===== src/rtl/ps2_arrow_decoder.sv =====
// PS/2 set-2 arrow-key decoder: tracks held state of the four extended arrow keys.
// Optional PS2_KEY_EVENT_EN adds one-cycle press/release event pulses.
module ps2_arrow_decoder #(
    parameter int unsigned TIMEOUT = 1000
) (
    input  logic       clk,
    input  logic       rst_n,
    input  logic       byte_valid,
    input  logic [7:0] byte_data,
    output logic       left,
    output logic       down,
    output logic       right,
    output logic       up,
    output logic       seq_timeout
`ifdef PS2_KEY_EVENT_EN
    ,
    output logic [3:0] press_pulse,
    output logic [3:0] release_pulse
`endif
);

    localparam int CW = $clog2(TIMEOUT + 1);
    localparam logic [CW-1:0] CNT_LAST = CW'(TIMEOUT - 1);

    typedef enum logic [1:0] {IDLE, EXT, EXT_BRK, BRK} state_t;

    state_t          state_reg, state_next;
    logic [CW-1:0]   cnt_reg, cnt_next;
    logic [3:0]      keys_reg, keys_next;   // {up,right,down,left}
    logic            seq_timeout_reg, seq_timeout_next;
    logic            timeout_hit;
    logic            is_arrow;
    logic [1:0]      arrow_idx;

    always_comb begin
        is_arrow  = 1'b1;
        arrow_idx = 2'd0;
        case (byte_data)
            8'h6B:   arrow_idx = 2'd0;
            8'h72:   arrow_idx = 2'd1;
            8'h74:   arrow_idx = 2'd2;
            8'h75:   arrow_idx = 2'd3;
            default: is_arrow  = 1'b0;
        endcase
    end

    // The TIMEOUT-th consecutive idle cycle aborts; a byte on that cycle takes priority.
    assign timeout_hit = (state_reg != IDLE) && !byte_valid && (cnt_reg == CNT_LAST);

    always_ff @(posedge clk or negedge rst_n) begin
        if (!rst_n) begin
            state_reg       <= IDLE;
            cnt_reg         <= '0;
            keys_reg        <= '0;
            seq_timeout_reg <= 1'b0;
        end else begin
            state_reg       <= state_next;
            cnt_reg         <= cnt_next;
            keys_reg        <= keys_next;
            seq_timeout_reg <= seq_timeout_next;
        end
    end

    always_comb begin
        state_next = state_reg;
        if (timeout_hit) begin
            state_next = IDLE;
        end else if (byte_valid) begin
            case (state_reg)
                IDLE: begin
                    if (byte_data == 8'hE0)      state_next = EXT;
                    else if (byte_data == 8'hF0) state_next = BRK;
                end
                EXT: begin
                    if (byte_data == 8'hF0)      state_next = EXT_BRK;
                    else if (byte_data == 8'hE0) state_next = EXT;
                    else                         state_next = IDLE;
                end
                default: state_next = IDLE;
            endcase
        end
    end

    always_comb begin
        keys_next        = keys_reg;
        seq_timeout_next = timeout_hit;
        if (state_reg == IDLE || byte_valid || timeout_hit)
            cnt_next = '0;
        else
            cnt_next = cnt_reg + CW'(1);
        if (byte_valid) begin
            case (state_reg)
                IDLE:    if (byte_data == 8'hAA) keys_next = 4'b0000;
                EXT:     if (is_arrow) keys_next[arrow_idx] = 1'b1;
                EXT_BRK: if (is_arrow) keys_next[arrow_idx] = 1'b0;
                default: ;
            endcase
        end
    end

    assign left        = keys_reg[0];
    assign down        = keys_reg[1];
    assign right       = keys_reg[2];
    assign up          = keys_reg[3];
    assign seq_timeout = seq_timeout_reg;

`ifdef PS2_KEY_EVENT_EN
    logic [3:0] press_pulse_reg, release_pulse_reg;

    // Edge detection on the next-state keys keeps pulses aligned with the level change.
    always_ff @(posedge clk or negedge rst_n) begin
        if (!rst_n) begin
            press_pulse_reg   <= '0;
            release_pulse_reg <= '0;
        end else begin
            press_pulse_reg   <= keys_next & ~keys_reg;
            release_pulse_reg <= keys_reg & ~keys_next;
        end
    end

    assign press_pulse   = press_pulse_reg;
    assign release_pulse = release_pulse_reg;
`endif

endmodule


===== config.mk =====
export PLATFORM = sky130hd
export DESIGN_NAME = ps2_arrow_decoder
export DESIGN_NICKNAME = d
export VERILOG_FILES = /design/src/rtl/ps2_arrow_decoder.sv
export SDC_FILE = /design/constraint.sdc
export NUM_CORES = 1
export LEC_CHECK = 0
export BUFFER_PORTS_ARGS = -buffer_cell sky130_fd_sc_hd__clkbuf_2
export CORE_UTILIZATION = 30
export CTS_BUF_LIST = sky130_fd_sc_hd__clkbuf_8
export DETAILED_ROUTE_END_ITERATION = 10
export GPL_TIMING_DRIVEN = 0
export MAX_ROUTING_LAYER = met4
export SETUP_SLACK_MARGIN = 0.3
export SYNTH_ARGS = -nofsm -noshare
export SYNTH_HDL_FRONTEND = slang
export SYNTH_SLANG_ARGS = --single-unit

===== constraint.sdc =====
create_clock -name clk -period 2.1 [get_ports clk]
set_clock_uncertainty 0.05 [all_clocks]
set_input_delay 0.105 -clock clk [delete_from_list [all_inputs] [get_ports clk]]
set_output_delay 0.105 -clock clk [all_outputs]
set_load 0.005 [all_outputs]

**Word-level counts from Yosys, hierarchy flattened**

Index checks and enable logic that the tools add are counted.

- Register bits: 17
- Output and inout port bits: 5
- Logic and storage cells: 53

- $add $sub $neg: 1
- Magnitude comparators: 2
- Equal/unequal tests: 14
- Mux-type cells: 16
- Bitwise logic cells: 3
- Reduce and logical (&&, ||, !) cells: 13

Operators with widths:

| kind | count |
|---|---|
| $eq 8x7->1 const B | 4 |
| $eq 8x8->1 const B | 3 |
| $mux 4 | 3 |
| $pmux 4 s3 | 1 |
| $add 10x1->10 const B | 1 |
| $eq 10x10->1 const B | 1 |
| $mux 10 | 1 |
| $mux 2 | 5 |
| $pmux 2 s3 | 1 |
| $reduce_and 5->1 | 1 |
| $and 4x4->4 | 1 |
| $ne 2x2->1 const B | 2 |
| $ne 4x4->1 const B | 1 |
| $not 4->4 | 1 |
| $or 4x4->4 | 1 |
| $pmux 2 s2 | 1 |
| $reduce_bool 2->1 | 2 |
| $reduce_or 4->1 | 1 |
| $logic_and 1x1->1 | 3 |
| $lt 2x3->1 const B | 1 |
| $mux 1 | 3 |
| $reduce_bool 3->1 | 1 |
| $demux 1 s2 | 1 |
| $eq 2x1->1 const B | 1 |
| 7 further kinds | 8 |

**Depth between registers and ports, before layout**

- Depth in word-level cells: 10
- Gate-level depth with buffers: 6
- Gate-level depth less buffers: 6

**Worst setup path after synthesis**

No wires, ideal clock.

- Path type: reg-to-reg
- Start point: register cnt_reg[0]
- End point: register cnt_reg[5]
- Data arrival time: 1,367 ps
- Required time: 1,972 ps
- Slack: 605 ps
- Cell stages (with the launch flop): 7
- Cells stage by stage: dfrtp_1 > ha_1 > nand4b_1 > nor3_1 > or3_1 > clkbuf_1 > a21oi_1

- Longest elaborated chain between the ends: 4
- Elaborated cells between the ends (all ways): 5

RTL lines:

| element | RTL line | text |
|---|---|---|
| start, declared | 28 | `logic [CW-1:0] cnt_reg, cnt_next;` |
| start signal, assigned | 58 | `cnt_reg <= cnt_next;` |
| parallel branches: the longest is 3 deep, another holds $add 10x1->10 | n/a |  |
| $mux 10 * | 87 | `if (state_reg == IDLE \|\| byte_valid \|\| timeout_hit)` |
| net cnt_next[5] | 28 |  |

Mark *: on every way through the listed nets, which the timed path passes.
A chain may end at the register's enable or synchronous reset.

**Final worst setup path**

Ends and elaborated chain as after synthesis.

==> impl_metrics.json <==
{
  "antenna_found_initial": 0,
  "synth-edff-count": 0,
  "critPathLaunch": "cnt_reg[0]",
  "port_buffers": 15,
  "wl_per_cell_um": 11.9,
  "rows": 21,
  "drt-pass1-iter-count": 4,
  "setup_tns_ns": 0,
  "clock_latency_ns": 0.25,
  "min_path_type": "in -> reg",
  "ir_drop_mv": 0.305,
  "cp_max_fo": 10,
  "die-area_um2": 3890,
  "fin_nets": 155,
  "p_per_area_nw_per_um2": 872,
  "cts_tree": "built",
  "cts_htree_levels": 1,
  "r2r-start": "cnt_reg[0]",
  "drv_cap": 0,
  "end_kind": "register",
  "synthMostInstantiatedCell": "dfrtp_1",
  "status": "finished clean",
  "post-cts-setup-buffer-count": 0,
  "post-dp-hpwl_um": 1710,
  "finalPower_mw": 1.12,
  "synthTopCellsByCount": "dfrtp_1, nor2_1, inv_1",
  "cts.sink_count": 17,
  "fin_ws_ns": 0.493,
  "wirelength_um": 2190,
  "drive_gt1_share_pct": 19.6,
  "track_usage_pct": 12.9,
  "met2_usage_pct": 21.2,
  "arrival_ns": 1.73,
  "grt_max_degree": 18,
  "hold_ws_ns": 0.119,
  "synth_area_leader_cell": "dfrtp_1",
  "root_buffer": "clkbuf_8",
  "hp-start": "byte_valid",
  "power.leakage_nw": 0.521,
  "ys_seq_area_share_pct": 38.9,
  "die-height_um": 62.4,
  "synth_nets": 134,
  "grt_pass1_vias": 910,
  "cts_buffers": 3,
  "syn_inst": 118,
  "tightest_slew_ns": 0.441,
  "finalMaxSlewViolations": 0,
  "synth_flop_cell": "dfrtp_1",
  "clk_pin_slew_ns": 0.06,
  "place_ws_ns": 0.428,
  "clockBufferDepth": 2,
  "start_kind": "register",
  "ys_types": 38,
  "ys_warn_count": 0,
  "viasPerCell": 5.23,
  "drt-initial-drc-count": 36,
  "largest_reg_flops": 10,
  "synth_area_per_cell_um2": 9.27,
  "met1_usage_pct": 16.8,
  "final_core_util_pct": 37.7,
  "postRouteAntennaNets": 0,
  "rsz0062_at_grt": "no",
  "critPathRequiredTime_ns": 2.22,
  "ys_top_cells_by_area": "dfrtp_1, ha_1, nor2_1, xnor2_1, inv_1",
  "hold_viol": 0,
  "initial_core_util_pct": 32.0,
  "drc": 0,
  "antenna_cells": 0,
  "crit_type": "reg -> reg",
  "grtUsageMet3_pct": 1.82,
  "place_congestion": 0.819,
  "relSlewSlack_pct": 70.4,
  "die_w_um": 62.4,
  "layout-area-overhead-vs-synth_pct": 17.7,
  "overflow": 0,
  "max_freq_ghz": 0.622,
  "yosysTopAreaCellShare_pct": 38.9,
  "setup_viol": 0,
  "grt_pass1_wl_um": 4050,
  "ys_seq_elements": 17,
  "synthArstFlopShare_pct": 100,
  "fin_crit_ns": 1.61,
  "core_um2": 3420,
  "ios": 16,
  "synthesis.area_um2": 1090,
  "grt_most_used_layer": "met2",
  "num_vias": 963,
  "post-route-period-util_pct": 76.5
}
## critical path: stages, from the launching register on
cell and delay, ns:
dfrtp_1 0.40, ha_1 0.26, nand4b_1 0.11, nor3_1 0.06, or3_1 0.31, clkbuf_2 0.19, a21oi_1 0.15
## where the power goes
group / switching (mW) / internal (mW)
clock: 0.101 / 0.129
combinational: 0.271 / 0.198
sequential: 0.0471 / 0.375
## worst paths after layout
kind,cells after the start,slack [ns],end
max in group asynchronous,2,1.44,seq_timeout
worst max register to register,6,0.49,cnt_reg[5]
worst max-delay path,6,0.49,cnt_reg[5]
min in group asynchronous,2,0.26,cnt_reg[6]
worst min-delay path,2,0.12,seq_timeout
worst min register to register,1,0.42,cnt_reg[0]
## repair_timing
item,in CTS,in global routing
hold buffers,1,0
resized for setup,0,3
setup endpoints to repair,0,12
hold endpoints to repair,17,0
## per-layer routing
metal / vias up / wire [um]
met2: 23 / 1100
met3: 2 / 72
li1: 477 / -
met1: 461 / 988
met5: - / 0
met4: 0 / 24
## placed cells by master (no fill, tap or decap), types with 2 or more instances in the layout
cell / n
dfrtp_1: 17
clkbuf_2: 16
nor2_1: 13
inv_1: 10
nand4_1: 5
nand3_1: 5
nand2_1: 5
o21ai_0: 5
nand2b_1: 5
ha_1: 5
nor3_1: 4
xnor2_1: 4
xor2_1: 3
a21oi_1: 3
buf_2: 3
nor4_1: 3
mux2i_1: 3
clkbuf_8: 3
o41a_1: 2
o221ai_1: 2
nand3b_1: 2
a31oi_1: 2
## per-stage QoR
step                      cell area (um2)  std cells
final                                1290        184
after global routing                 1290        184
after CTS                            1280        184
after global placement               1230        179
after floorplan                      1090        118
after detailed placement             1230        179
## layout make-up
cell class                      instances  area (um2)
Multi-Input combinational cell         88         621
Inverter                                9        33.8
Timing Repair Buffer                   16        85.1
Buffer                                  4        20.0
Clock buffer                            3        41.3
Clock inverter                          1        3.75
Sequential cell                        17         425
Tap cell                               46        57.6
Fill cell                             357        2130
## cell families (layout without fill, tap and decap cells)
group | count (synthesis) | count (layout) | share of synthesized area [%]
compound gates | 24 | 24 | 17.7
xor+xnor | 7 | 7 | 5.61
fa+ha+maj | 5 | 5 | 5.72
buf+inv | 13 | 33 | 4.80
flops | 17 | 17 | 38.9
mux | 3 | 3 | 2.75
simple gates | 49 | 49 | 24.5
Power figures use the tool's default switching activity.
